## src/rtl/serial_operand_feeder.sv

```systemverilog
// serial_operand_feeder: operand front end of the bit-serial adder.
// Define SERIAL_FEEDER_PIPE_EN to add a one-word holding register.
module serial_operand_feeder #(
   parameter int WIDTH = 8
) (
   input  logic             clk,
   input  logic             reset,
   input  logic             in_valid,
   output logic             in_ready,
   input  logic [WIDTH-1:0] op_a,
   input  logic [WIDTH-1:0] op_b,
   input  logic             op_cin,
   output logic             add_clr,
   output logic             ser_a,
   output logic             ser_b,
   output logic             ser_cin,
   output logic             ser_first,
   output logic             ser_last,
   output logic             busy
);

   localparam int CW = (WIDTH > 1) ? $clog2(WIDTH) : 1;
   localparam logic [CW-1:0] CNT_PRE_LAST = CW'(WIDTH - 2);

   localparam logic [1:0] IDLE  = 2'd0;
   localparam logic [1:0] CLR   = 2'd1;
   localparam logic [1:0] SHIFT = 2'd2;

   logic [1:0]       state_q, state_d;
   logic [CW-1:0]    cnt_q, cnt_d;
   logic [WIDTH-1:0] a_q, a_d;
   logic [WIDTH-1:0] b_q, b_d;
   logic             cin_q, cin_d;

   logic add_clr_q, add_clr_d;
   logic ser_a_q, ser_a_d;
   logic ser_b_q, ser_b_d;
   logic ser_cin_q, ser_cin_d;
   logic first_q, first_d;
   logic last_q, last_d;
   logic busy_q, busy_d;

   logic             accept;
   logic             load;
   logic [WIDTH-1:0] ld_a;
   logic [WIDTH-1:0] ld_b;
   logic             ld_cin;

`ifdef SERIAL_FEEDER_PIPE_EN
   logic             hold_full_q, hold_full_d;
   logic [WIDTH-1:0] ha_q, ha_d;
   logic [WIDTH-1:0] hb_q, hb_d;
   logic             hcin_q, hcin_d;

   assign in_ready = (state_q == IDLE) | ~hold_full_q;
`else
   assign in_ready = (state_q == IDLE);
`endif

   assign accept = in_valid & in_ready;

   // Next state, shift datapath and registered output values.
   always_comb begin
      state_d   = state_q;
      cnt_d     = cnt_q;
      a_d       = a_q;
      b_d       = b_q;
      cin_d     = cin_q;
      add_clr_d = 1'b0;
      ser_a_d   = 1'b0;
      ser_b_d   = 1'b0;
      ser_cin_d = 1'b0;
      first_d   = 1'b0;
      last_d    = 1'b0;
      busy_d    = 1'b0;
      load      = 1'b0;
      ld_a      = op_a;
      ld_b      = op_b;
      ld_cin    = op_cin;
`ifdef SERIAL_FEEDER_PIPE_EN
      hold_full_d = hold_full_q;
      ha_d        = ha_q;
      hb_d        = hb_q;
      hcin_d      = hcin_q;
`endif

      unique case (state_q)
         IDLE: begin
            if (accept) load = 1'b1;
         end
         CLR: begin
            state_d   = SHIFT;
            cnt_d     = '0;
            ser_a_d   = a_q[0];
            ser_b_d   = b_q[0];
            a_d       = a_q >> 1;
            b_d       = b_q >> 1;
            first_d   = 1'b1;
            ser_cin_d = cin_q;
            busy_d    = 1'b1;
         end
         SHIFT: begin
            if (!last_q) begin
               cnt_d     = cnt_q + CW'(1);
               ser_a_d   = a_q[0];
               ser_b_d   = b_q[0];
               a_d       = a_q >> 1;
               b_d       = b_q >> 1;
               last_d    = (cnt_q == CNT_PRE_LAST);
               ser_cin_d = cin_q;
               busy_d    = 1'b1;
            end else begin
               cnt_d   = '0;
               state_d = IDLE;
            end
         end
         default: begin
            state_d = IDLE;
            cnt_d   = '0;
         end
      endcase

`ifdef SERIAL_FEEDER_PIPE_EN
      // A word arriving while busy parks in the holding register,
      // unless the current word ends this cycle and can take it directly.
      if (accept && state_q != IDLE) begin
         if (state_q == SHIFT && last_q) begin
            load = 1'b1;
         end else begin
            hold_full_d = 1'b1;
            ha_d        = op_a;
            hb_d        = op_b;
            hcin_d      = op_cin;
         end
      end
      if (state_q == SHIFT && last_q && hold_full_q) begin
         load        = 1'b1;
         ld_a        = ha_q;
         ld_b        = hb_q;
         ld_cin      = hcin_q;
         hold_full_d = 1'b0;
      end
`endif

      if (load) begin
         state_d   = CLR;
         cnt_d     = '0;
         a_d       = ld_a;
         b_d       = ld_b;
         cin_d     = ld_cin;
         add_clr_d = 1'b1;
         ser_cin_d = ld_cin;
         busy_d    = 1'b1;
      end
   end

   // State, operand and output flops; async reset clears everything.
   always_ff @(posedge clk or posedge reset) begin
      if (reset) begin
         state_q   <= IDLE;
         cnt_q     <= '0;
         a_q       <= '0;
         b_q       <= '0;
         cin_q     <= 1'b0;
         add_clr_q <= 1'b0;
         ser_a_q   <= 1'b0;
         ser_b_q   <= 1'b0;
         ser_cin_q <= 1'b0;
         first_q   <= 1'b0;
         last_q    <= 1'b0;
         busy_q    <= 1'b0;
      end else begin
         state_q   <= state_d;
         cnt_q     <= cnt_d;
         a_q       <= a_d;
         b_q       <= b_d;
         cin_q     <= cin_d;
         add_clr_q <= add_clr_d;
         ser_a_q   <= ser_a_d;
         ser_b_q   <= ser_b_d;
         ser_cin_q <= ser_cin_d;
         first_q   <= first_d;
         last_q    <= last_d;
         busy_q    <= busy_d;
      end
   end

`ifdef SERIAL_FEEDER_PIPE_EN
   // Holding register for a word accepted while a word is in flight.
   always_ff @(posedge clk or posedge reset) begin
      if (reset) begin
         hold_full_q <= 1'b0;
         ha_q        <= '0;
         hb_q        <= '0;
         hcin_q      <= 1'b0;
      end else begin
         hold_full_q <= hold_full_d;
         ha_q        <= ha_d;
         hb_q        <= hb_d;
         hcin_q      <= hcin_d;
      end
   end
`endif

   assign add_clr   = add_clr_q;
   assign ser_a     = ser_a_q;
   assign ser_b     = ser_b_q;
   assign ser_cin   = ser_cin_q;
   assign ser_first = first_q;
   assign ser_last  = last_q;
   assign busy      = busy_q;

endmodule

```

## config.mk

```make
export PLATFORM = sky130hd
export DESIGN_NAME = serial_operand_feeder
export DESIGN_NICKNAME = d
export VERILOG_FILES = /design/src/rtl/serial_operand_feeder.sv
export SDC_FILE = /design/constraint.sdc
export NUM_CORES = 1
export LEC_CHECK = 0
export CAP_MARGIN = 20
export CORE_MARGIN = 2
export CORE_UTILIZATION = 38
export CTS_BUF_LIST = sky130_fd_sc_hd__clkbuf_8 sky130_fd_sc_hd__clkbuf_16
export DETAILED_ROUTE_END_ITERATION = 16
export PLACE_DENSITY_LB_ADDON = 0.08
export SYNTH_ARGS = -nofsm -noshare
export SYNTH_HDL_FRONTEND = slang
export SYNTH_SLANG_ARGS = --single-unit
```

## constraint.sdc

```tcl
create_clock -name clk -period 1.7 [get_ports clk]
set_input_delay 0.34 -clock clk [delete_from_list [all_inputs] [get_ports clk]]
set_output_delay 0.34 -clock clk [all_outputs]
set_load 0.05 [all_outputs]
```

==> results of run 1 <==
==> cells in the mapped netlist <==
library cell	number	area, um2
nand2_1	32	120
dfrtp_1	29	726
o211ai_1	19	143
nand4_1	9	56.3
ha_1	7	87.6
buf_2	5	25.0
inv_1	5	18.8
o21ai_1	4	20.0
nand2b_1	3	18.8
nor2_1	2	7.51
nor2b_1	2	12.5
o31ai_1	2	15.0
a21oi_1	1	5.00
and2b_1	1	7.51
and3_1	1	6.26
buf_4	1	7.51
buf_6	1	11.3
inv_2	1	3.75
mux2_4	1	15.0
nand2_2	1	6.26
nand2_4	1	11.3
nor2_4	1	11.3
nor2b_4	1	13.8
o211a_1	1	10.0
o21bai_1	1	7.51
o32ai_1	1	8.76
xnor2_1	1	8.76
==> flip-flops by register name (all words and copies together), names as in the netlist, 2 cells and up <==
register	cells
state_q	2
b_q	8
a_q	8
cnt_q	3
==> area by class of cell <==
class                           instances  area (um2)
Clock inverter                          3        13.8
Tap cell                               46        57.6
Fill cell                             327        1600
Timing Repair Buffer                   35         323
Clock buffer                            5        68.8
Multi-Input combinational cell         92         607
Inverter                                6        22.5
Sequential cell                        29         726
==> worst min-delay path by stage <==
stage          cells after the start  start      end  slack (ps)
6_report                           3  reset   a_q[7]         440
5_1_grt                            3  reset   a_q[6]         480
4_1_cts                            3  reset  add_clr         450
3_5_place_dp                       2  cin_q    cin_q         470
3_3_place_gp                       2  cin_q    cin_q         460
2_1_floorplan                      1  reset   a_q[0]         420
==> power by group through the flow <==
stage	Combinational (uW)	Sequential, uW	Clock, uW
after floorplan	957	1240	0
after global placement	1540	1090	0
after detailed placement	1560	1090	0
after CTS	1570	1080	559
after global routing	1710	1110	588
final	1550	1080	530
==> cell usage in the layout, fill, tap and decap left out, drive strengths merged <==
| cell | Yosys | layout |
|---|---|---|
| nand2 | 34 | 34 |
| dfrtp | 29 | 29 |
| o211ai | 19 | 19 |
| clkdlybuf4s50 | 0 | 19 |
| buf | 7 | 16 |
| nand4 | 9 | 9 |
| inv | 6 | 7 |
| ha | 7 | 7 |
| clkbuf | 0 | 5 |
| o21ai | 4 | 4 |
| nand2b | 3 | 3 |
| nor2 | 3 | 3 |
| nor2b | 3 | 3 |
| o31ai | 2 | 2 |
| clkinv | 0 | 2 |
| o21bai | 1 | 1 |
| mux2 | 1 | 1 |
| and2b | 1 | 1 |
| o32ai | 1 | 1 |
| a21oi | 1 | 1 |
| o211a | 1 | 1 |
| and3 | 1 | 1 |
| xnor2 | 1 | 1 |
==> stage by stage <==
| stage | instances | total power [uW] | hold WS, ps |
|---|---|---|---|
| after floorplan | 134 | 2200 | 418 |
| after global routing | 216 | 3410 | 477 |
| after global placement | 208 | 2630 | 458 |
| after CTS | 216 | 3210 | 446 |
| final | 216 | 3160 | 436 |
| after detailed placement | 208 | 2650 | 470 |
==> worst reg2reg max path: stages (launching register included) <==
cell      delay [ps]
dfrtp_1          400
inv_1             80
buf_4            130
ha_4             220
nor2b_4          180
o21bai_1         140
mux2_4           310
==> cells by family after synthesis <==
logic type | after synthesis | share of synthesized area [%]
buf+inv | 13 | 4.79
compound gates | 29 | 15.1
xor+xnor | 1 | 0.633
flops | 29 | 52.4
simple gates | 54 | 19.6
mux | 1 | 1.08
fa+ha+maj | 7 | 6.33
==> per-layer routing <==
metal	global-route usage [%]	vias up	share of wire, %
met2	24.2	40	44
met1	20.0	505	48
met4	6.38	0	1.0
met3	5.46	4	7.2
met5	0	-	0
li1	-	542	-
==> repair_timing <==
| item | in CTS | in global routing |
|---|---|---|
| endpoints found under the setup margin | 0 | 16 |
| hold buffers | 0 | 0 |
| resized for setup | 0 | 1 |
==> impl_results.md, run 1 <==
* Status: complete, no violations
* Num CTS Buffers at 5
* Reg power frac at 34.2%
* Max-cap violations at 0
* Port-buffer cells at 27
* ANT cells at 0
* Initial antenna violation count at 0
* Row cnt at 21
* Hold crit path type: in -> async
* Sequential element share of the synthesized area at 52.4%
* Cell internal pwr at 1860 uW
* Die area at 0.00414 mm2
* Setup ws final at 99.9 ps
* Crit-path cells: inv_1 -> buf_4 -> ha_4 -> buf_12
* Layout cell share with drive strength beyond 1 at 18.2%
* CTS tree: done
* Buffers & Inverters on Critical Path at 3
* Worst EP arrival at 1260 ps
* Final nets at 196
* Gate power share at 49.1%
* ANT nets after route at 0
* Starting Density at 40.5%
* Worst-Margin Slew at 382 ps
* Fin crit share at 94.1%
* Reg clk slew, reported paths at 60 ps
* Vias in the first global route at 1078
* Yosys reg bits at 29
* Mapped Area at 0.00138 mm2
* Largest net degree at the start of global routing at 30
* Leak at 0.000834 uW
* Unrepaired setup endpoints after global routing: no
* Reg-to-reg slack, setup at 120 ps
* Final Hold Vio Count at 0
* Clk root buf: clkbuf_8
* Setup crit end kind: output pin
* Slew headroom at 74.4%
* FMAX at 625 MHz
* Sw Ratio at 41.2%
* Die Ht at 64.3 um
* I/O Pins at 28
* Tot GR Track Use at 15.7%
* Dpl hpwl at 2040 um
* # DRC at 0
* Worst path depth at 4
* Crit Reg-Reg Startpoint: state_q[0]
* Yosys Warn Count at 0
* Core ar. at 0.00342 mm2
* Setup crit end: in_ready
* Slew Viols, Final at 0
* DP Worst Slack at 62.6 ps
* Switch Pwr at 1300 uW
* Via Count at 1091
* Vias per cell at 5.05
* H-tree depth at 2
* Grt ovf at 0
* CP Max Fanout at 9
* Clock power frac at 16.7%
* Fin area at 0.00182 mm2
* Clk Latency, worst-skew pair at 280 ps
* R2r worst-path depth at 6
* Final Util at 53.2%
* Placed cell areas at 0.00173 mm2
* TritonCTS sink count at 29
* Die X at 64.3 um
* Final Wtd Congestion at 0.723
* Mapped Nets at 161
* Worst vdd ir at 0.000814 V
* Clock buffer depth at 2
* Crit path required time at 1360 ps
* Synth cell types at 27
* Final count of negative-setup-slack endpoints at 0
* Area Overhead vs Synth at 31.4%
* Routed length per instance at 13.4 um
* Drt total wl at 2900 um
* Slowest Stage Delay on Critical Path at 400 ps
* R2r endpoint: state_q[1]
* Post-Syn Instances at 134
* Worst setup SP type: flip-flop
* Postcts setup bufs at 0
* Clk_skew at 3.63 ps
* First-pass GRT wire length at 4960 um
* Crit path kind: reg -> out
* DRT iter0 DRCs at 60
* First-pass DRT Iterations at 4
* Avg Cell Area, Syn at 10.3 um2
* TNS Setup at 0 ps
* Setup crit start: state_q[0]
* Fin crit period at 1600 ps
* Power density over the cells at 1740 mW/mm2
* Largest delay contributor family on the critical path: flip-flops
* Slowest CP cell: dfrtp_1
Note: power is estimated with default switching activity, not from simulation.
==> run 2, diff against run 1 <==
Settings changed: ABC_AREA from default to 1, GPL_TIMING_DRIVEN from default to 0.
==> impl_results.md, run 2 <==
* Fill cells at 366
* Most frequent cell after synthesis: nand2_1
* Worst vdd ir at 0.000581 V
* Final count of negative-setup-slack endpoints at 0
* Post-synth top flop: dfrtp_1
* Die X at 66.1 um
* Top Registers: a_q x8, b_q x8, cnt_q x3
* Leak at 0.00103 uW
* Reg clk slew, reported paths at 60 ps
* Most frequent cells in the layout: nand2_1, dfrtp_1, clkdlybuf4s50_1
* CP Max Fanout at 4
* Num CTS Buffers at 5
* Initial antenna violation count at 0
* Dpl hpwl at 2240 um
* Clock buffer depth at 2
* Switch Pwr at 1440 uW
* Clock power frac at 16.4%
* Fin crit period at 1610 ps
* Top post-synthesis cells by count: nand2_1, dfrtp_1, nand4_1, inv_1, ha_1
* Mapped Nets at 207
* Drt total wl at 3130 um
* Worst setup SP type: flip-flop
* CTS tree: done
* Port-buffer cells at 27
* Final Wtd Congestion at 0.819
* Avg Cell Area, Syn at 8.15 um2
* Vias per cell at 4.78
* Crit-path cells: inv_1 -> ha_2 -> clkbuf_4
* Slowest Stage Delay on Critical Path at 410 ps
* Crit path kind: reg -> out
* Slew headroom at 67.6%
* Largest net degree at the start of global routing at 23
* Post-synth ARST share at 100%
* Postcts setup bufs at 0
* First-pass GRT wire length at 5600 um
* Area Overhead vs Synth at 29.2%
* Die area at 0.00438 mm2
* Post-synth EDFFs at 0
* Grt ovf at 0
* Worst EP arrival at 1270 ps
* Yosys reg bits at 29
* Max-cap violations at 0
* Synth cell types at 19
* Reg power frac at 33.2%
* # placed instances at 256
* Hold crit path type: in -> async
* Via Count at 1262
* Vias in the first global route at 1223
* H-tree depth at 2
* Commonest non-fill, non-tap cell in the layout: nand2_1
* Top-area cell type share of the netlist area at 49.4%
* ANT cells at 0
* First-pass DRT Iterations at 4
* Footprint of the multi-input gates at 652 um2
* I/O Pins at 28
* Layout cell share with drive strength beyond 1 at 9.72%
* Slew Viols, Final at 0
* Starting Density at 39.8%
* Clk root buf: clkbuf_8
* Final nets at 242
* TritonCTS sink count at 29
* Clk_skew at 3.01 ps
* Synth top area cells: dfrtp_1, nand2_1, nand4_1
* # DRC at 0
* Cell internal pwr at 1780 uW
* Final Hold Vio Count at 0
* Sw Ratio at 44.8%
* Register area at 726 um2
* Fin crit share at 94.7%
* FMAX at 621 MHz
* ANT nets after route at 0
* DRT iter0 DRCs at 48
* Tot GR Track Use at 17.2%
* Clk Latency, worst-skew pair at 280 ps
* Post-route insts no fill at 264
* Setup crit end kind: output pin
* Leading area contributor after synthesis: dfrtp_1
* Die Ht at 66.1 um
* Gate power share at 50.4%
* Post-Syn Instances at 180
* Core ar. at 0.00369 mm2
* Yosys Warn Count at 0
* Routed length per instance at 11.9 um
* Crit path required time at 1360 ps
* Slowest CP cell: dfrtp_1
* DP Worst Slack at -195 ps
* Worst-Margin Slew at 488 ps
* Power density over the cells at 1700 mW/mm2
* Row cnt at 22
* Mapped Area at 0.00147 mm2
* Setup ws final at 89.3 ps
* Status: complete, no violations
* Sequential element share of the synthesized area at 49.4%
* Unrepaired setup endpoints after global routing: no
[run 2: cell types whose count changed after synthesis, moves of 3 or more]
cell      delta
o211ai_1    -19
nand2b_1     -3
nand3_1      +3
inv_1        +3
nand2_1     +62
nand4_1      +6
[run 2: cells by family after synthesis]
family / Yosys count / share of synthesized area [%]
AOI/OAI and AO/OA: 6 / 2.05
xor gates and xnor gates: 1 / 0.597
adders and majority gates: 7 / 5.97
buffers and inverters: 17 / 6.31
DFF: 29 / 49.4
and+or+nand+nor: 120 / 35.6
[run 2: routing by layer]
layer / GRT usage [%] / up-vias / wire, um
met5: 0 / - / 0
met4: 7.65 / 0 / 70
met3: 6.30 / 7 / 159
met2: 26.5 / 28 / 1420
met1: 21.4 / 585 / 1480
li1: - / 642 / -
[run 2: metrics by stage]
stage	util (%)	total power [uW]	TNS [ps]	hold slack, ps	cell area (um2)
detailed placement	49.6	2750	-195	491	1830
global route	51.4	3530	0	384	1900
CTS	51.4	3240	0	357	1890
floorplan	-	2310	0	418	1470
finish	51.4	3220	0	351	1900
global placement	48.8	2720	-179	487	1800
[run 2: final cells by class]
class	instances	share of cell area (%)
flip-flops and latches	29	38.3
multi-input cells	134	34.4
repair buffers	28	15.1
clock buffers	5	3.63
well taps	48	3.17
plain buffers	7	2.77
inverters	10	2.11
clock inverters	3	0.594
[run 2: repair_timing]
item                       4_1_cts  5_1_grt
setup endpoints to repair        8        1
gates resized for setup         12        1
hold buffers                     0        0
[run 2: path summary, 6_finish.rpt]
| path | from | to | slack (ps) | depth (start not counted) |
|---|---|---|---|---|
| min reg2reg | a_q[0] | ser_a | 500 | 2 |
| min in group clk | a_q[0] | ser_a | 500 | 2 |
| max | state_q[1] | in_ready | 90 | 3 |
| min | reset | a_q[4] | 350 | 2 |
| max in group asynchronous | reset | a_q[0] | 910 | 3 |
| max reg2reg | state_q[0] | a_q[2] | 270 | 7 |
[run 2: critical path: cells and delay by family, from the launching register on]
kind	cells	cell delay [ps]
flip-flops	1	410
buffers and inverters	2	360
adder cells (fa/ha/maj)	1	220
[run 2: power groups by stage]
stage                     Sequential, uW  Combinational, uW  Clock, uW
after floorplan                     1230               1070          0
after global placement              1070               1650          0
after detailed placement            1080               1670          0
after CTS                           1070               1630        541
after global routing                1100               1850        581
final                               1070               1620        527
==> run 3, diff against run 2 <==
Settings changed: CTS_CLUSTER_SIZE from default to 24, SKIP_CTS_REPAIR_TIMING from default to 1.
==> impl_results.md, run 3 (synthesis results as in run 2) <==
* Tot GR Track Use at 17.2%
* CP Max Fanout at 4
* TNS Setup at 0 ps
* Status: complete, no violations
* Fin crit share at 94.7%
* Worst-Margin Slew at 504 ps
* Worst EP arrival at 1270 ps
* Clock buffer depth at 2
* # DRC at 0
* M1 GR Usage at 21.4%
* Met3 global-route usage at 6.30%
* Die X at 66.1 um
* I/O Pins at 28
* Starting Density at 39.8%
* H-tree depth at 2
* Die Ht at 66.1 um
* Clk Latency, worst-skew pair at 280 ps
* First-pass DRT Iterations at 4
* First-pass GRT wire length at 5600 um
* Power density over the cells at 1690 mW/mm2
* Clk root buf: clkbuf_8
* Crit path kind: reg -> out
* Top Registers: a_q x8, b_q x8, cnt_q x3
* Slew Viols, Final at 0
* Commonest non-fill, non-tap cell in the layout: nand2_1
* Grt ovf at 0
* Initial antenna violation count at 0
* Reg clk slew, reported paths at 60 ps
* Row cnt at 22
* Placed cell areas at 0.00183 mm2
* Final count of negative-setup-slack endpoints at 0
* CTS tree: done
* Drt total wl at 3150 um
* Final Hold Vio Count at 0
* Hold crit path type: in -> async
* Area Overhead vs Synth at 31.0%
* Vias in the first global route at 1223
* Fin crit period at 1610 ps
* Most frequent cells in the layout: nand2_1, dfrtp_1, clkdlybuf4s50_1
* GRT Max-Usage Layer: met2
* Largest net degree at the start of global routing at 23
* Num CTS Buffers at 5
* Crit Reg-Reg Startpoint: state_q[0]
* Via Count at 1261
* ANT nets after route at 0
* Worst vdd ir at 0.000582 V
* Max-cap violations at 0
* Vias per cell at 4.78
* Routed length per instance at 11.9 um
* Unrepaired setup endpoints after global routing: no
* DRT iter0 DRCs at 48
* Setup crit start: state_q[1]
* Fin area at 0.00192 mm2
* Dpl hpwl at 2240 um
* Worst setup SP type: flip-flop
* TritonCTS sink count at 29
* Crit path required time at 1360 ps
* Worst hold margin at 351 ps
* Met2 Use GR at 26.5%
* Clk_skew at 3.01 ps
* Final nets at 242
* ANT cells at 0
* Leak at 0.00112 uW
* Core ar. at 0.00369 mm2
* Slew headroom at 66.3%
* Final Wtd Congestion at 0.819
* Port-buffer cells at 27
* Layout cell share with drive strength beyond 1 at 9.72%
* Die area at 0.00438 mm2
* FMAX at 621 MHz
* Setup crit end kind: output pin
run 3: area by class of cell:
class / count / area, um2
clock buffers: 5 / 68.8
fillers: 363 / 1770
clock inverters: 3 / 11.3
repair buffers: 28 / 313
multi-input cells: 134 / 652
plain buffers: 7 / 52.6
inverters: 10 / 40.0
flip-flops and latches: 29 / 726
well taps: 48 / 60.1
run 3: path summary, 6_finish.rpt:
check | end | slack (ps) | cells past startpoint
worst min register to register | ser_a | 500 | 2
worst min-delay path | a_q[4] | 350 | 2
worst max register to register | a_q[2] | 270 | 7
worst max-delay path | in_ready | 90 | 3
min in group clk | ser_a | 500 | 2
max in group asynchronous | a_q[0] | 910 | 3
run 3: power breakdown:
| part | switching [uW] | internal [uW] |
|---|---|---|
| clock network | 255 | 272 |
| logic | 1070 | 588 |
| registers | 124 | 946 |
| total | 1440 | 1810 |
run 3: critical path: stages (launching register included):
cell and delay (ps):
dfrtp_1 410, inv_1 120, ha_2 220, clkbuf_4 240
run 3: metal layers:
layer	wire length, um	vias to the layer above
met5	0	-
met4	70	0
met3	170	7
met2	1420	28
li1	-	642
met1	1480	584
run 3: stage by stage:
step | total power [uW] | cells | utilization, % | setup WS, ps
2_1_floorplan | 2310 | 180 | - | 198
3_3_place_gp | 2720 | 255 | 48.8 | -179
3_5_place_dp | 2750 | 256 | 49.6 | -195
4_1_cts | 3290 | 264 | 51.7 | -502
5_1_grt | 3560 | 264 | 52.1 | 29.7
6_report | 3250 | 264 | 52.1 | 89.3
